### src/rtl/imm_pkg.sv
// rtl/imm_pkg.sv - shared types and constants for the RV32I immediate encoder
package imm_pkg;

  typedef enum logic [2:0] {
    IMM_I = 3'd0,
    IMM_S = 3'd1,
    IMM_B = 3'd2,
    IMM_J = 3'd3,
    IMM_U = 3'd4
  } imm_src_t;

  localparam int signed IMM12_MIN = -2048;
  localparam int signed IMM12_MAX = 2047;
  localparam int signed IMM13_MIN = -4096;
  localparam int signed IMM13_MAX = 4095;
  localparam int signed IMM21_MIN = -(1 << 20);
  localparam int signed IMM21_MAX = (1 << 20) - 1;

  localparam logic [6:0] OP_IMM    = 7'h13;
  localparam logic [6:0] OP_STORE  = 7'h23;
  localparam logic [6:0] OP_BRANCH = 7'h63;
  localparam logic [6:0] OP_JAL    = 7'h6F;
  localparam logic [6:0] OP_LUI    = 7'h37;

  function automatic logic fits_signed(input logic [31:0] v, input int signed lo,
                                       input int signed hi);
    return ($signed(v) >= lo) && ($signed(v) <= hi);
  endfunction

endpackage

### src/rtl/imm_field_pack.sv
// rtl/imm_field_pack.sv - combinational packing of an immediate into an RV32I word
module imm_field_pack
  import imm_pkg::*;
(
  input  logic [31:0] imm,
  input  logic [2:0]  imm_src,
  input  logic [31:0] base_inst,
  output logic [31:0] inst,
  output logic        range_err
);

  // Illegal selectors fall through with base_inst untouched and the error set.
  always_comb begin
    inst      = base_inst;
    range_err = 1'b1;
    case (imm_src)
      IMM_I: begin
        inst[31:20] = imm[11:0];
        range_err   = !fits_signed(imm, IMM12_MIN, IMM12_MAX);
      end
      IMM_S: begin
        inst[31:25] = imm[11:5];
        inst[11:7]  = imm[4:0];
        range_err   = !fits_signed(imm, IMM12_MIN, IMM12_MAX);
      end
      IMM_B: begin
        inst[31]    = imm[12];
        inst[7]     = imm[11];
        inst[30:25] = imm[10:5];
        inst[11:8]  = imm[4:1];
        range_err   = !fits_signed(imm, IMM13_MIN, IMM13_MAX) || imm[0];
      end
      IMM_J: begin
        inst[31]    = imm[20];
        inst[19:12] = imm[19:12];
        inst[20]    = imm[11];
        inst[30:21] = imm[10:1];
        range_err   = !fits_signed(imm, IMM21_MIN, IMM21_MAX) || imm[0];
      end
      IMM_U: begin
        inst[31:12] = imm[31:12];
        range_err   = (imm[11:0] != 12'd0);
      end
      default: ;
    endcase
  end

endmodule

### src/rtl/imm_encoder.sv
// rtl/imm_encoder.sv - 2-stage immediate encoder pipeline with statistics
// Optional IMM_ENC_ADDR_GEN_EN adds the out_addr word-address output.
module imm_encoder
  import imm_pkg::*;
#(
  parameter int          CNT_W      = 16,
  parameter logic [31:0] START_ADDR = 32'h0000_0000
) (
  input  logic             clk,
  input  logic             rst_n,
  input  logic             in_valid,
  output logic             in_ready,
  input  logic [2:0]       imm_src,
  input  logic [31:0]      imm,
  input  logic [31:0]      base_inst,
  output logic             out_valid,
  input  logic             out_ready,
  output logic [31:0]      inst,
  output logic             range_err,
  output logic [CNT_W-1:0] enc_count,
`ifdef IMM_ENC_ADDR_GEN_EN
  output logic [CNT_W-1:0] err_count,
  output logic [31:0]      out_addr
`else
  output logic [CNT_W-1:0] err_count
`endif
);

  logic             a_valid_q, b_valid_q;
  logic [31:0]      a_imm_q, a_base_q;
  logic [2:0]       a_src_q;
  logic [31:0]      a_inst, b_inst_q;
  logic             a_err, b_err_q;
  logic             a_adv, b_adv, out_hs;
  logic [CNT_W-1:0] enc_q, enc_d, err_q, err_d;

  assign b_adv    = !b_valid_q || out_ready;
  assign a_adv    = !a_valid_q || b_adv;
  assign in_ready = a_adv;
  assign out_hs   = b_valid_q && out_ready;

  imm_field_pack u_pack (
    .imm       (a_imm_q),
    .imm_src   (a_src_q),
    .base_inst (a_base_q),
    .inst      (a_inst),
    .range_err (a_err)
  );

  always_ff @(posedge clk or negedge rst_n) begin
    if (!rst_n) begin
      a_valid_q <= 1'b0;
      a_imm_q   <= '0;
      a_src_q   <= '0;
      a_base_q  <= '0;
    end else if (a_adv) begin
      a_valid_q <= in_valid;
      if (in_valid) begin
        a_imm_q  <= imm;
        a_src_q  <= imm_src;
        a_base_q <= base_inst;
      end
    end
  end

  always_ff @(posedge clk or negedge rst_n) begin
    if (!rst_n) begin
      b_valid_q <= 1'b0;
      b_inst_q  <= '0;
      b_err_q   <= 1'b0;
    end else if (b_adv) begin
      b_valid_q <= a_valid_q;
      if (a_valid_q) begin
        b_inst_q <= a_inst;
        b_err_q  <= a_err;
      end
    end
  end

  // Saturating counters: each holds at all-ones independently of the other.
  always_comb begin
    enc_d = enc_q;
    err_d = err_q;
    if (out_hs && (enc_q != '1)) enc_d = enc_q + 1'b1;
    if (out_hs && b_err_q && (err_q != '1)) err_d = err_q + 1'b1;
  end

  always_ff @(posedge clk or negedge rst_n) begin
    if (!rst_n) begin
      enc_q <= '0;
      err_q <= '0;
    end else begin
      enc_q <= enc_d;
      err_q <= err_d;
    end
  end

`ifdef IMM_ENC_ADDR_GEN_EN
  logic [31:0] addr_q;

  always_ff @(posedge clk or negedge rst_n) begin
    if (!rst_n) begin
      addr_q <= START_ADDR;
    end else if (out_hs) begin
      addr_q <= addr_q + 32'd4;
    end
  end

  assign out_addr = addr_q;
`else
  logic unused_start_addr;
  assign unused_start_addr = ^START_ADDR;
`endif

  assign out_valid = b_valid_q;
  assign inst      = b_inst_q;
  assign range_err = b_err_q;
  assign enc_count = enc_q;
  assign err_count = err_q;

endmodule

### config.mk
export PLATFORM = sky130hd
export DESIGN_NAME = imm_encoder
export DESIGN_NICKNAME = d
export VERILOG_FILES = /design/src/rtl/imm_pkg.sv /design/src/rtl/imm_field_pack.sv /design/src/rtl/imm_encoder.sv
export SDC_FILE = /design/constraint.sdc
export NUM_CORES = 1
export LEC_CHECK = 0
export ABC_CLOCK_PERIOD_IN_PS = 2390
export CAP_MARGIN = 20
export CORE_MARGIN = 1
export CORE_UTILIZATION = 55
export DETAILED_ROUTE_END_ITERATION = 6
export DONT_BUFFER_PORTS = 1
export PLACE_DENSITY = 0.75
export SLEW_MARGIN = 5
export SYNTH_ARGS = -nofsm -noshare
export SYNTH_HDL_FRONTEND = slang
export SYNTH_HIERARCHICAL = 1
export SYNTH_SLANG_ARGS = --single-unit
### constraint.sdc
create_clock -name clk -period 2.39 [get_ports clk]
set_input_delay 0.1195 -clock clk [delete_from_list [all_inputs] [get_ports clk]]
set_output_delay 0.1195 -clock clk [all_outputs]
set_load 0.02 [all_outputs]
==> flow_metrics.env <==
export IMPL_antenna_left=0
export IMPL_yosysSeqAreaShare_pct=53.89
export IMPL_ys_warn_count=6
export IMPL_post_cts_buffers=0
export IMPL_worst_hold_slack_ns=-0.5975
export IMPL_hold_class="input pin to asynchronous set/reset pin"
export IMPL_combPwrFrac_pct=16.5
export IMPL_path_max_fanout=8
export IMPL_tns_ns=0
export IMPL_cts_tree="built"
export IMPL_io_pins=138
export IMPL_dp_hpwl_um=8712
export IMPL_async_flop_share_pct=100.0
export IMPL_die_area_mm2=0.01174
export IMPL_rsz0062_at_grt="false"
export IMPL_synth_edf_count=0
export IMPL_end_kind="flip-flop"
export IMPL_syn_inst=496
export IMPL_yosysMostFrequentCell="dfrtp_1"
export IMPL_clkSlewWorstSetupHoldPaths_ns=0.06
export IMPL_drcViolationCount=0
export IMPL_ys_types=44
export IMPL_wl_per_cell_um=19.08
export IMPL_failed_checks="negative hold slack"
export IMPL_reg2reg_to="enc_count[1]"
export IMPL_p_per_area_mw_per_mm2=934.3
export IMPL_ff2ff_path_depth=5
export IMPL_period_share_pct=84.55
export IMPL_h_tree_depth=4
export IMPL_post_drt_via_cell_ratio=5.999
export IMPL_cp_data_required_time_ns=2.68
export IMPL_placed_cells=614
export IMPL_die_w_um=108.4
export IMPL_ys_ff_latch=134
export IMPL_synthTopCellsByArea="dfrtp_1 (54%), mux2_2 (21%), xor2_1 (3.0%)"
export IMPL_drive_above_1_share_pct=27.80
export IMPL_grt_pass1_vias=4426
export IMPL_grt_max_degree=135
export IMPL_layout_nets=635
export IMPL_ctsResizeCount=0
export IMPL_reg2reg_slack_ns=0.37
export IMPL_fin_skew_ns=0.006013
export IMPL_synthFlopType="dfrtp_1"
export IMPL_track_usage_pct=24.74
export IMPL_max_stage_delay_ns=0.53
export IMPL_clock_path_buffers=2
export IMPL_pre_cts_slack_ns=0.3962
export IMPL_yosys_area_top_type="dfrtp_1"
export IMPL_grt_overflow=0
export IMPL_worst_slack_ns=0.3693
export IMPL_seq_power_share_pct=51.5
export IMPL_hold_violations=134
export IMPL_first_pass_iters=4
export IMPL_clock_latency_ns=0.41
export IMPL_syn_cell_area_mm2=0.006222
export IMPL_cp_cell_sequence="ha_1, nand4_2, nor4_4, nor2_2, mux2_4"
export IMPL_netSwitchingPower_uw=2220
export IMPL_placed_area_mm2=0.006286
export IMPL_vias=4271
export IMPL_cts_root_buffer="clkbuf_16"
export IMPL_slowest_stage="nor4_4"
export IMPL_leakagePower_uw=0.003208
export IMPL_stdcell_area_mm2=0.007475
export IMPL_coreArea_mm2=0.01094
export IMPL_outcome="complete, but fails checks"
export IMPL_avgSynthCellArea_um2=12.54
export IMPL_routed_wl_um=13590
export IMPL_stdcell_count=712
export IMPL_numPortBuffers=0
export IMPL_grt_pass1_wl_um=21890
export IMPL_antenna_found_initial=0
export IMPL_start_kind="flip-flop"
export IMPL_switching_share_pct=31.79
export IMPL_synth_common_cells="dfrtp_1 (134), mux2_2 (118), nor2_1 (34), nand2_1 (25), xor2_1 (21)"
export IMPL_ir_drop_uv=533.2
export IMPL_rr_startpoint="enc_count[0]"
export IMPL_syn_to_final_growth_pct=20.13
export IMPL_hold_buffers=69
export IMPL_critPathKind="flip-flop to flip-flop"
export IMPL_synth_fp_nets=569
export IMPL_cts_buffers=17
export IMPL_max_slew_margin_pct=62.35
export IMPL_yosysTopAreaCellShare_pct=53.89
export IMPL_tightest_slew_ns=0.5647
export IMPL_routabilityCongestion=0.8530
export IMPL_cp_arrival_ns=2.31
export IMPL_drv_slew=0
export IMPL_clkPwrFrac_pct=32.0
export IMPL_min_period_ns=2.021
export IMPL_utilization_pct=68.35
export IMPL_max_freq_ghz=0.4949
export IMPL_rows=38
export IMPL_internal_power_uw=4763
export IMPL_setup_violations_final=0
export IMPL_drv_cap=0
export IMPL_diodes=0
export IMPL_initialDrtViolationCount=440
export IMPL_die_h_um=108.4
export IMPL_fill_cells=766
export IMPL_numClockSinks=134
export IMPL_start_util_pct=56.90
cells by family (layout without fill, tap and decap cells):
| family | count (synthesis) | count (layout) | share of synthesized area [%] |
|---|---|---|---|
| adder cells (fa/ha/maj) | 2 | 2 | 0.4021 |
| AND/OR/NAND/NOR | 133 | 133 | 11.54 |
| AO/OA/AOI/OAI | 47 | 47 | 5.108 |
| XOR/XNOR | 25 | 25 | 3.519 |
| multiplexers | 126 | 126 | 22.72 |
| buffers and inverters | 29 | 105 | 2.815 |
| flip-flops | 134 | 134 | 53.89 |
layout by cell type (no fill, tap or decap), types with 5 or more instances in the layout:
master	netlist	routed
nand2_1	25	24
clkinv_2	0	6
nand3_1	9	9
nor2_1	34	34
nand4_1	13	13
a21oi_1	19	19
xor2_1	21	21
mux2i_1	7	7
o21ai_0	6	6
and3_1	5	5
dfrtp_1	134	134
nor3_1	7	7
clkbuf_16	0	17
mux2_2	118	118
nand2b_1	5	5
buf_4	9	5
dlygate4sd3_1	0	69
nor4_1	17	17
area by class of cell:
| cell class | count | area (um^2) | share of cell area [%] |
|---|---|---|---|
| sequential | 134 | 3353 | 44.86 |
| multi-input combinational | 333 | 2696 | 36.07 |
| clock buffer | 23 | 467.9 | 6.260 |
| clock inverter | 6 | 30.03 | 0.4017 |
| inverter | 1 | 3.754 | 0.05022 |
| timing repair buffer | 75 | 748.2 | 10.01 |
| tap | 140 | 175.2 | 2.343 |
through the flow:
stage / power [uW] / hold WS (ns)
global route: 7290 / -0.6180
detailed placement: 4678 / -0.1735
CTS: 7010 / -0.6121
floorplan: 4397 / -0.1761
global placement: 4597 / -0.1734
finish: 6984 / -0.5975
worst max-delay path, delay by kind of cell (launching register included):
kind / cells / cell delay, ns
fa+ha+maj: 1 / 0.28
mux: 1 / 0.31
simple gates: 3 / 0.80
flops: 1 / 0.51
layer usage:
layer | routed length (um) | global-route usage [%] | share of wire [%] | vias to the layer above
met5 | 0 | 0 | 0 | -
met1 | 5636 | 29.99 | 41 | 2129
met4 | 312 | 11.58 | 2.3 | 0
met2 | 6700 | 40.58 | 49 | 171
met3 | 935 | 7.354 | 6.9 | 31
li1 | - | - | - | 1940
flip-flops by register name, indices dropped and copies added, names as in the netlist:
name / count
err_count: 16
out_valid: 1
a_base_q: 32
a_imm_q: 32
a_src_q: 3
inst: 32
a_valid_q: 1
enc_count: 16
range_err: 1
how the worst max path moves through the flow:
stage / from / endpoint / slack (ns) / depth (start not counted)
after floorplan: out_valid / a_base_q[10] / 0.55 / 5
after global placement: enc_count[0] / enc_count[1] / 0.47 / 5
after detailed placement: enc_count[0] / enc_count[1] / 0.40 / 5
after CTS: enc_count[0] / enc_count[1] / 0.39 / 5
after global routing: enc_count[0] / enc_count[1] / 0.26 / 5
final: enc_count[0] / enc_count[1] / 0.37 / 5
power groups by stage:
stage,logic (uW),registers [uW],clock network (uW)
floorplan,954,3440,0
global placement,988,3610,0
detailed placement,1040,3630,0
CTS,1150,3600,2260
global route,1260,3670,2360
finish,1150,3600,2240
No activity file was read; power rests on OpenSTA's default activity.
